[src/rtl/chacha_qr_pkg.sv]
// Shared types and constants for the ChaCha quarter-round bus host.
// Byte addressing: [3:2] picks word a/b/c/d, [1:0] picks the byte, little-endian.
package chacha_qr_pkg;

    localparam int NUM_BYTES  = 16;
    localparam int ROUNDS_W   = 5;
    localparam int WORD_SEL_W = 2;
    localparam int BYTE_SEL_W = 2;
    localparam int ADDR_W     = WORD_SEL_W + BYTE_SEL_W;

    typedef enum logic [2:0] {
        ST_IDLE,
        ST_WRITE,
        ST_ROUND,
        ST_READ,
        ST_FIN
    } state_t;

endpackage

[src/rtl/qr_byte_sel.sv]
// Byte-address decode for the 128-bit state: one-hot byte enable plus the
// selected byte. The enable also steers result-register writes in the host.
import chacha_qr_pkg::*;

module qr_byte_sel (
    input  logic [8*NUM_BYTES-1:0] data,
    input  logic [ADDR_W-1:0]      addr,
    output logic [NUM_BYTES-1:0]   byte_en,
    output logic [7:0]             byte_out
);

    always_comb begin
        byte_en       = '0;
        byte_en[addr] = 1'b1;
        byte_out      = '0;
        for (int i = 0; i < NUM_BYTES; i++) begin
            if (byte_en[i]) begin
                byte_out = byte_out | data[i*8 +: 8];
            end
        end
    end

endmodule

[src/rtl/chacha_qr_host.sv]
// Bus host that loads a ChaCha state into a byte-wide responder, strobes N
// quarter-round steps, reads the state back and presents it on state_out.
import chacha_qr_pkg::*;

module chacha_qr_host #(
    parameter int READ_LAT = 1
) (
    input  logic                   clk,
    input  logic                   rst,
    input  logic                   start,
    input  logic [127:0]           state_in,
    input  logic [ROUNDS_W-1:0]    rounds,
    output logic                   busy,
    output logic                   done,
    output logic [127:0]           state_out,
    output logic [ADDR_W-1:0]      bus_addr,
    output logic [7:0]             bus_wdata,
    output logic                   bus_wr_en,
    output logic                   bus_qr_en,
    input  logic [7:0]             bus_rdata
);

    localparam logic [1:0]        LAT_LAST  = 2'(READ_LAT);
    localparam logic [ADDR_W-1:0] ADDR_LAST = ADDR_W'(NUM_BYTES - 1);

    state_t                state;
    logic [127:0]          data_q;
    logic [127:0]          result_q;
    logic [127:0]          result_next;
    logic [ROUNDS_W-1:0]   rounds_q;
    logic [ROUNDS_W-1:0]   round_cnt;
    logic [ADDR_W-1:0]     addr_cnt;
    logic [1:0]            lat_cnt;
    logic [NUM_BYTES-1:0]  byte_en;
    logic [7:0]            sel_byte;

    qr_byte_sel u_sel (
        .data     (data_q),
        .addr     (addr_cnt),
        .byte_en  (byte_en),
        .byte_out (sel_byte)
    );

    assign bus_addr  = addr_cnt;
    assign bus_wdata = bus_wr_en ? sel_byte : 8'h00;

    always_comb begin
        result_next = result_q;
        for (int i = 0; i < NUM_BYTES; i++) begin
            if (byte_en[i]) begin
                result_next[i*8 +: 8] = bus_rdata;
            end
        end
    end

    // state_out is loaded on the READ exit edge so it is already valid while done is high
    always_ff @(posedge clk or posedge rst) begin
        if (rst) begin
            state     <= ST_IDLE;
            data_q    <= '0;
            result_q  <= '0;
            rounds_q  <= '0;
            round_cnt <= '0;
            addr_cnt  <= '0;
            lat_cnt   <= '0;
            busy      <= 1'b0;
            done      <= 1'b0;
            state_out <= '0;
            bus_wr_en <= 1'b0;
            bus_qr_en <= 1'b0;
        end else begin
            done <= 1'b0;
            case (state)
                ST_IDLE: begin
                    if (start) begin
                        data_q    <= state_in;
                        rounds_q  <= rounds;
                        addr_cnt  <= '0;
                        bus_wr_en <= 1'b1;
                        busy      <= 1'b1;
                        state     <= ST_WRITE;
                    end
                end
                ST_WRITE: begin
                    if (addr_cnt == ADDR_LAST) begin
                        addr_cnt  <= '0;
                        lat_cnt   <= '0;
                        bus_wr_en <= 1'b0;
                        if (rounds_q != '0) begin
                            bus_qr_en <= 1'b1;
                            round_cnt <= ROUNDS_W'(1);
                            state     <= ST_ROUND;
                        end else begin
                            state <= ST_READ;
                        end
                    end else begin
                        addr_cnt <= addr_cnt + 1'b1;
                    end
                end
                ST_ROUND: begin
                    if (round_cnt == rounds_q) begin
                        bus_qr_en <= 1'b0;
                        state     <= ST_READ;
                    end else begin
                        round_cnt <= round_cnt + 1'b1;
                    end
                end
                ST_READ: begin
                    if (lat_cnt == LAT_LAST) begin
                        lat_cnt  <= '0;
                        result_q <= result_next;
                        if (addr_cnt == ADDR_LAST) begin
                            addr_cnt  <= '0;
                            state_out <= result_next;
                            done      <= 1'b1;
                            busy      <= 1'b0;
                            state     <= ST_FIN;
                        end else begin
                            addr_cnt <= addr_cnt + 1'b1;
                        end
                    end else begin
                        lat_cnt <= lat_cnt + 1'b1;
                    end
                end
                ST_FIN: begin
                    state <= ST_IDLE;
                end
                default: begin
                    state <= ST_IDLE;
                end
            endcase
        end
    end

endmodule

[config.mk]
export PLATFORM = sky130hd
export DESIGN_NAME = chacha_qr_host
export DESIGN_NICKNAME = d
export VERILOG_FILES = /design/src/rtl/chacha_qr_pkg.sv /design/src/rtl/qr_byte_sel.sv /design/src/rtl/chacha_qr_host.sv
export SDC_FILE = /design/constraint.sdc
export NUM_CORES = 1
export LEC_CHECK = 0
export BUFFER_PORTS_ARGS = -buffer_cell sky130_fd_sc_hd__buf_2
export CORE_ASPECT_RATIO = 1.75
export CORE_MARGIN = 3
export CORE_UTILIZATION = 40
export DETAILED_ROUTE_END_ITERATION = 12
export PLACE_DENSITY = 0.67
export SLEW_MARGIN = 15
export SYNTH_ARGS = -nofsm -noshare
export SYNTH_HDL_FRONTEND = slang
export SYNTH_SLANG_ARGS = --single-unit
export TNS_END_PERCENT = 100
[constraint.sdc]
create_clock -name clk -period 23 [get_ports clk]
set_input_delay 3.45 -clock clk [delete_from_list [all_inputs] [get_ports clk]]
set_output_delay 3.45 -clock clk [all_outputs]
set_load 0.03 [all_outputs]
==> impl_metrics.env, run 1 <==
export IMPL_status="completed"
export IMPL_track_usage_pct=20.1
export IMPL_dp_slack_ps=16900
export IMPL_synth_edf_count=0
export IMPL_viasPerCell=5.28
export IMPL_syn_avg_cell_area_sq_um=12.8
export IMPL_async_flop_share_pct=100
export IMPL_drc_errors=0
export IMPL_r2r_end="state_out[98]$_DFFE_PP0P_"
export IMPL_fp_coreArea_sq_mm=0.0425
export IMPL_fmax_mhz=150
export IMPL_p_sw_share_pct=29.3
export IMPL_synth_seq_cells=399
export IMPL_layout_commonest_cell="dfrtp_1"
export IMPL_crit_fanout=49
export IMPL_syn_to_final_growth_pct=17.7
export IMPL_max_vdd_ir_drop_uv=64.4
export IMPL_first_global_vias=12200
export IMPL_grt_pass1_wl_um=70700
export IMPL_setup_tns_ps=0
export IMPL_r2r_start="bus_addr[3]$_DFFE_PP0P_"
export IMPL_end_kind="output pin"
export IMPL_place_congestion=0.808
export IMPL_period_minus_slack_ps=6670
export IMPL_final_setup_skew_ps=23.6
export IMPL_cts_sinks=399
export IMPL_drv_slew=0
export IMPL_dr_total_vias=11500
export IMPL_power_share_sequential_pct=45.2
export IMPL_clockPowerShare_pct=34.3
export IMPL_reg2reg_depth=7
export IMPL_setup_slack_ps=16330
export IMPL_criticalPathCategory="flip-flop to output pin"
export IMPL_dr_pass1_iters=5
export IMPL_hold_buffers=0
export IMPL_clockBufferDepth=3
export IMPL_top_level_ports=288
export IMPL_critPathSlowestCell="buf_4"
export IMPL_maxCapViolCount=0
export IMPL_synth_flop_cell="dfrtp_1"
export IMPL_hold_violations=0
export IMPL_holdPathEnd="bus_qr_en$_DFFE_PP0P_"
export IMPL_numPortBuffers=287
export IMPL_leakage_nw=9.48
export IMPL_ctsResizeCount=0
export IMPL_yosysWarnings=0
export IMPL_antenna_found_initial=0
export IMPL_min_from="bus_qr_en$_DFFE_PP0P_"
export IMPL_power_density_mw_per_mm2=91.5
export IMPL_final_cell_mix="397 x dfrtp_1, 287 x buf_2, 276 x mux2_2, 127 x a21oi_1, 120 x mux2i_1"
export IMPL_startpoint_type="flip-flop"
export IMPL_cts_root_buffer="clkbuf_16"
export IMPL_drt_iter0_drc=689
export IMPL_cts_tree="built"
export IMPL_synthesis_area_sq_mm=0.0172
export IMPL_min_period_over_period_pct=29.0
export IMPL_n_fill_cell=3890
export IMPL_die_y_um=281
export IMPL_crit_path_cell_trace="buf_4 -> nor2b_1 -> nand2_1 -> o22ai_1 -> a311oi_1 -> a21oi_1 -> buf_2"
export IMPL_grt_overflow=0
export IMPL_slowest_delay_ps=540
export IMPL_drive_gt1_share_pct=41.2
export IMPL_p_comb_share_pct=20.6
export IMPL_slew_headroom_pct=32.5
export IMPL_nNetsFinal=1736
export IMPL_worstPathArrival_ps=3220
export IMPL_routedWlPerCell_um=21.4
export IMPL_dp_hpwl_um=32300
export IMPL_clkLatencyLatePin_ps=550
export IMPL_die_area_sq_mm=0.0457
export IMPL_routed_wl_um=46500
export IMPL_ff2ff_setup_slack_ps=18580
export IMPL_start_util_pct=40.5
export IMPL_p_total_mw=1.86
export IMPL_ant_nets=0
export IMPL_die_x_um=163
export IMPL_htreeDepth=2
export IMPL_max_slew_worst_pin_slew_ps=1010
export IMPL_syn_nets=1497
export IMPL_p_int_mw=1.31
export IMPL_clk_pin_slew_ps=60
export IMPL_cts_inserted_buffers=39
export IMPL_synth_cell_types=56
export IMPL_p_switching_uw=543
export IMPL_syn_inst=1348
export IMPL_n_antenna_cell=0
export IMPL_grt_max_degree=116
export IMPL_hold_path_class="flip-flop to flip-flop"
export IMPL_timing_hold_ws_ps=474
export IMPL_setup_viol=0
export IMPL_rows=100
export IMPL_cp_required_ps=19550
export IMPL_rsz0062_at_grt="false"
export IMPL_cts_setup_buffers=0
export IMPL_ys_seq_area_share_pct=57.9
export IMPL_hold_depth=2
## state kept, by name, indices dropped and copies added (netlist names)
| signal | cells |
|---|---|
| round_cnt | 5 |
| bus_addr | 4 |
| bus_qr_en | 1 |
| busy | 1 |
| lat_cnt | 2 |
| done | 1 |
| bus_wr_en | 1 |
| rounds_q | 5 |
| state | 3 |
| result_q | 120 |
| data_q | 128 |
| state_out | 128 |
## routing by layer
metal,part of all wire [%],up-vias,GRT usage (%)
met1,38,5837,23.4
met5,0,-,0
li1,-,5242,-
met4,4.5,0,8.94
met2,53,320,36.4
met3,4.6,90,2.79
## through the flow
stage                     area, sq um  cells  util (%)
final                           20300   2174      47.7
after floorplan                 17200   1348         -
after CTS                       20300   2174      47.7
after global placement          19000   2107      44.7
after global routing            20300   2174      47.7
after detailed placement        19000   2107      44.7
## critical path, delay by kind of cell, from the launching register on
kind            cells  cell delay [ps]
simple gates        2              790
buf+inv             2              740
compound gates      3              690
flops               1              470
## synth_stat cells, drive strengths merged, types with 10 or more instances
cell type,number,area [sq um]
dfrtp,399,9980
mux2,276,3110
a21oi,127,636
nor2,125,494
mux2i,120,1200
buf,68,354
nand2,44,173
clkbuf,35,131
o21ai,18,90.1
a22oi,17,128
inv,13,48.8
nand3,10,62.6
## power groups by stage
| stage | sequential (mW) | clock (mW) | combinational (mW) |
|---|---|---|---|
| 2_1_floorplan | 0.844 | 0 | 0.280 |
| 5_1_grt | 0.850 | 0.682 | 0.415 |
| 3_3_place_gp | 0.846 | 0 | 0.376 |
| 4_1_cts | 0.838 | 0.656 | 0.387 |
| 3_5_place_dp | 0.851 | 0 | 0.386 |
| 6_report | 0.838 | 0.636 | 0.381 |
## kinds of logic after synthesis
kind of cell	count (synthesis)	share of synthesized area, %
muxes	399	25.4
DFF	399	57.9
and+or+nand+nor	214	5.78
AOI/OAI and AO/OA	210	7.20
buffers and inverters	116	3.10
xor gates and xnor gates	5	0.254
adders and majority gates	5	0.363
## worst max path at each step
stage | from | end | depth (start not counted)
floorplan | rst | bus_addr[0]$_DFFE_PP0P_ | 1
global placement | bus_addr[2]$_DFFE_PP0P_ | bus_wdata[1] | 7
detailed placement | bus_addr[2]$_DFFE_PP0P_ | bus_wdata[1] | 7
CTS | bus_addr[2]$_DFFE_PP0P_ | bus_wdata[1] | 7
global route | bus_addr[2]$_DFFE_PP0P_ | bus_wdata[1] | 7
finish | bus_addr[2]$_DFFE_PP0P_ | bus_wdata[1] | 7
## layout make-up
class	instances	area, sq um	area share (%)
sequential	399	9990	49.2
multi-input combinational	833	6740	33.2
timing repair buffer	301	1540	7.60
clock buffer	55	1130	5.56
tap	561	702	3.46
clock inverter	12	134	0.660
inverter	13	61.3	0.302
Power figures use the tool's default switching activity.
==> run 2: changes to the inputs <==
Clock period 23 ns to 7 ns, I/O delays scaled along.
==> impl_metrics.env, run 2 (same netlist as run 1, synthesis figures left out) <==
export IMPL_ctsResizeCount=0
export IMPL_dr_total_vias=11500
export IMPL_cts_sinks=399
export IMPL_setup_viol=0
export IMPL_clkLatencyLatePin_ps=540
export IMPL_final_cell_mix="397 x dfrtp_1, 287 x buf_2, 276 x mux2_2, 127 x a21oi_1, 120 x mux2i_1"
export IMPL_crit_path_cell_trace="buf_4 -> nor2b_1 -> nand2_1 -> o22ai_1 -> a311oi_1 -> a21oi_1 -> buf_2"
export IMPL_period_minus_slack_ps=4250
export IMPL_cts_setup_buffers=0
export IMPL_hold_violations=0
export IMPL_p_switching_mw=1.81
export IMPL_end_kind="output pin"
export IMPL_clockPowerShare_pct=35.4
export IMPL_critPathSlowestCell="nor2b_1"
export IMPL_top_level_ports=288
export IMPL_slowest_delay_ps=500
export IMPL_start_util_pct=40.5
export IMPL_hold_buffers=0
export IMPL_viasPerCell=5.26
export IMPL_largestRegisters="data_q (128), state_out (128), result_q (120)"
export IMPL_die_y_um=281
export IMPL_cp_required_ps=5950
export IMPL_hold_path_class="flip-flop to flip-flop"
export IMPL_drive_gt1_share_pct=41.5
export IMPL_routed_wl_um=46400
export IMPL_cts_root_buffer="clkbuf_16"
export IMPL_setup_tns_ps=0
export IMPL_ant_nets=0
export IMPL_first_global_vias=12200
export IMPL_startpoint_type="flip-flop"
export IMPL_worstPathArrival_ps=3200
export IMPL_clk_pin_slew_ps=60
export IMPL_path_buf_inv=2
export IMPL_grt_overflow=0
export IMPL_syn_to_final_growth_pct=18.3
export IMPL_place_congestion=0.806
export IMPL_cts_tree="built"
export IMPL_rows=100
export IMPL_final_setup_skew_ps=17.3
export IMPL_post_route_util_pct=47.9
export IMPL_nNetsFinal=1739
export IMPL_power_share_sequential_pct=44.2
export IMPL_maxCapViolCount=0
export IMPL_fmax_mhz=235
export IMPL_rsz0062_at_grt="false"
export IMPL_min_period_over_period_pct=60.7
export IMPL_p_sw_share_pct=29.1
export IMPL_die_x_um=163
export IMPL_fp_coreArea_sq_mm=0.0425
export IMPL_p_int_mw=4.40
export IMPL_drc_errors=0
export IMPL_track_usage_pct=20.1
export IMPL_dp_hpwl_um=32000
export IMPL_slew_headroom_pct=31.8
export IMPL_max_vdd_ir_drop_uv=226
export IMPL_power_density_mw_per_mm2=305
export IMPL_routedWlPerCell_um=21.3
export IMPL_drv_slew=0
export IMPL_criticalPathCategory="flip-flop to output pin"
export IMPL_status="completed"
export IMPL_leakage_nw=9.54
export IMPL_htreeDepth=2
export IMPL_max_slew_worst_pin_slew_ps=1020
export IMPL_antenna_found_initial=2
export IMPL_layout_commonest_cell="dfrtp_1"
export IMPL_p_comb_share_pct=20.4
export IMPL_clockBufferDepth=3
export IMPL_path_delay_family="simple AND/OR/NAND/NOR gates"
export IMPL_grt_max_degree=117
export IMPL_numPortBuffers=287
export IMPL_grt_pass1_wl_um=70800
export IMPL_dr_pass1_iters=4
export IMPL_crit_fanout=51
export IMPL_drt_iter0_drc=576
export IMPL_die_area_sq_mm=0.0457
export IMPL_cts_inserted_buffers=39
[run 2: final cells by class]
| cell class | count | area (sq um) |
|---|---|---|
| clock inverters | 14 | 180 |
| diodes | 2 | 5.00 |
| fillers | 3885 | 22200 |
| well taps | 561 | 702 |
| inverters | 13 | 57.6 |
| multi-input cells | 833 | 6740 |
| clock buffers | 54 | 1140 |
| flip-flops and latches | 399 | 9990 |
| repair buffers | 304 | 1580 |
[run 2: path summary, 6_finish.rpt]
kind                                    startpoint                         to  slack (ps)  cells past startpoint
setup reg to reg           bus_addr[2]$_DFFE_PP0P_  state_out[17]$_DFFE_PP0P_        3050                      7
setup / recovery           bus_addr[3]$_DFFE_PP0P_               bus_wdata[1]        2750                      7
min in group asynchronous                      rst  state_out[73]$_DFFE_PP0P_         540                      2
hold reg to reg                   busy$_DFFE_PP0P_           busy$_DFFE_PP0P_         490                      1
hold / removal                    busy$_DFFE_PP0P_           busy$_DFFE_PP0P_         490                      1
max in group asynchronous                      rst  state_out[16]$_DFFE_PP0P_        4710                      4
[run 2: metal layers]
| layer | wire length, um | share of wire [%] | global-route usage (%) | vias to the layer above |
|---|---|---|---|---|
| met4 | 1770 | 3.8 | 8.25 | 0 |
| met5 | 0 | 0 | 0 | - |
| met3 | 1910 | 4.1 | 2.57 | 77 |
| met1 | 18100 | 39 | 23.7 | 5848 |
| li1 | - | - | - | 5247 |
| met2 | 24600 | 53 | 36.5 | 294 |
[run 2: power by group through the flow]
| stage | Sequential, mW | Clock, mW | Combinational, mW |
|---|---|---|---|
| floorplan | 2.77 | 0 | 0.919 |
| global placement | 2.77 | 0 | 1.26 |
| detailed placement | 2.78 | 0 | 1.29 |
| CTS | 2.74 | 2.25 | 1.29 |
| global route | 2.78 | 2.34 | 1.39 |
| finish | 2.74 | 2.20 | 1.27 |
[run 2: worst register-to-register path: cells and delay by family (launching register included)]
family          cells  cell delay (ps)
simple gates        3             1260
compound gates      1              150
flops               1              350
buf+inv             3             2130
[run 2: per-stage QoR]
step	hold WS (ps)	setup slack, ps	instance area, sq um	std cells	power [mW]
2_1_floorplan	465	578	17200	1348	3.69
5_1_grt	506	2550	20400	2180	6.50
6_report	489	2750	20400	2180	6.21
4_1_cts	498	2680	20400	2178	6.28
3_5_place_dp	485	3020	19100	2110	4.07
3_3_place_gp	468	3090	19100	2110	4.02
==> run 3: changes to the inputs <==
Settings changed: PLACE_DENSITY 0.67 to 0.69.
Clock period 7 ns to 3.79 ns, I/O delays scaled along.
==> impl_metrics.env, run 3 (same netlist as run 1, synthesis figures left out) <==
export IMPL_grt_max_degree=140
export IMPL_min_period_over_period_pct=94.8
export IMPL_timing_hold_ws_ps=168
export IMPL_cp_required_ps=3220
export IMPL_rows=100
export IMPL_die_y_um=281
export IMPL_dr_pass1_iters=6
export IMPL_power_density_mw_per_mm2=556
export IMPL_clockPowerShare_pct=34.5
export IMPL_r2r_start="bus_addr[0]$_DFFE_PP0P_"
export IMPL_dr_total_vias=11500
export IMPL_max_slew_worst_pin_slew_ps=821
export IMPL_antenna_found_initial=0
export IMPL_busiest_layer="met2"
export IMPL_largestRegisters="data_q (128), state_out (128), result_q (120)"
export IMPL_drc_errors=0
export IMPL_status="completed"
export IMPL_criticalPathCategory="flip-flop to output pin"
export IMPL_first_global_vias=12400
export IMPL_grt_overflow=0
export IMPL_fp_coreArea_sq_mm=0.0425
export IMPL_cts_setup_buffers=0
export IMPL_drive_gt1_share_pct=42.3
export IMPL_track_usage_pct=20.7
export IMPL_clkLatencyLatePin_ps=540
export IMPL_hold_buffers=0
export IMPL_p_int_mw=8.06
export IMPL_numPortBuffers=287
export IMPL_ctsResizeCount=0
export IMPL_startpoint="bus_addr[0]$_DFFE_PP0P_"
export IMPL_ant_nets=0
export IMPL_clk_pin_slew_ps=70
export IMPL_ff2ff_setup_slack_ps=710
export IMPL_startpoint_type="flip-flop"
export IMPL_n_antenna_cell=0
export IMPL_syn_to_final_growth_pct=19.3
export IMPL_clockBufferDepth=3
export IMPL_hold_path_class="primary input to async pin"
export IMPL_leakage_nw=9.63
export IMPL_htreeDepth=2
export IMPL_grt_pass1_wl_um=72600
export IMPL_rsz0062_at_grt="false"
export IMPL_setup_tns_ps=0
export IMPL_die_x_um=163
export IMPL_power_share_sequential_pct=44.7
export IMPL_grt_met1_usage_pct=24.2
export IMPL_dp_hpwl_um=33800
export IMPL_fmax_mhz=278
export IMPL_p_comb_share_pct=20.8
export IMPL_max_vdd_ir_drop_uv=397
export IMPL_worstPathArrival_ps=3030
export IMPL_top_level_ports=288
export IMPL_crit_fanout=13
export IMPL_maxCapViolCount=0
export IMPL_grt_util_met3_pct=2.94
export IMPL_drv_slew=0
export IMPL_start_util_pct=40.5
export IMPL_cts_root_buffer="clkbuf_16"
export IMPL_nNetsFinal=1755
export IMPL_cts_inserted_buffers=38
export IMPL_slew_headroom_pct=45.3
export IMPL_routed_wl_um=47800
export IMPL_cts_sinks=399
export IMPL_drt_iter0_drc=657
export IMPL_setup_viol=0
export IMPL_p_sw_share_pct=29.5
export IMPL_viasPerCell=5.26
export IMPL_die_area_sq_mm=0.0457
export IMPL_routedWlPerCell_um=21.8
export IMPL_p_total_mw=11.4
export IMPL_hold_violations=0
export IMPL_final_setup_skew_ps=22.8
export IMPL_layout_commonest_cell="dfrtp_1"
export IMPL_place_congestion=0.849
export IMPL_cts_tree="built"
export IMPL_final_cell_mix="397 x dfrtp_1, 287 x buf_2, 276 x mux2_2, 127 x a21oi_1, 120 x mux2i_1"
export IMPL_period_minus_slack_ps=3590
export IMPL_met2_usage_pct=36.9
export IMPL_end_kind="output pin"
export IMPL_p_switching_mw=3.37
[run 3: power groups by stage]
stage | registers [mW] | logic [mW] | clock network [mW]
after floorplan | 5.12 | 1.70 | 0
after global placement | 5.15 | 2.32 | 0
after detailed placement | 5.18 | 2.41 | 0
after CTS | 5.11 | 2.41 | 4.05
after global routing | 5.17 | 2.60 | 4.19
final | 5.11 | 2.38 | 3.94
[run 3: final timing paths]
| check | depth (start not counted) | to |
|---|---|---|
| hold reg to reg | 2 | bus_qr_en$_DFFE_PP0P_ |
| hold / removal | 2 | lat_cnt[1]$_DFFE_PP0P_ |
| max in group asynchronous | 3 | result_q[36]$_DFFE_PP0P_ |
| setup / recovery | 7 | bus_wdata[2] |
| min in group clk | 3 | data_q[60]$_DFFE_PP0P_ |
| setup reg to reg | 8 | result_q[21]$_DFFE_PP0P_ |
[run 3: area by class of cell]
cell class | instances | area (sq um)
Sequential cell | 399 | 9990
Inverter | 13 | 57.6
Multi-Input combinational cell | 833 | 6740
Fill cell | 3835 | 22000
Tap cell | 561 | 702
Timing Repair Buffer | 321 | 1790
Clock inverter | 19 | 200
Clock buffer | 50 | 1100
[run 3: metal layers]
| metal | vias up | part of all wire, % | wire [um] |
|---|---|---|---|
| met2 | 341 | 52 | 24900 |
| li1 | 5277 | - | - |
| met1 | 5814 | 38 | 18300 |
| met4 | 0 | 5.2 | 2510 |
| met3 | 111 | 4.4 | 2090 |
| met5 | - | 0 | 0 |
[run 3: critical path, stage by stage (launching register included)]
cell	delay [ps]
dfrtp_1	460
inv_1	120
ha_1	520
buf_4	300
a222oi_1	130
mux4_2	500
a31oi_1	230
buf_2	230
[run 3: metrics by stage]
step / std cells / utilization (%) / setup slack (ps) / cell area [sq um]
after detailed placement: 2127 / 45.3 / 746 / 19300
after CTS: 2196 / 48.4 / 172 / 20600
after global placement: 2127 / 45.3 / 888 / 19300
final: 2196 / 48.4 / 196 / 20600
after floorplan: 1348 / - / -2150 / 17200
after global routing: 2196 / 48.4 / 51.7 / 20600
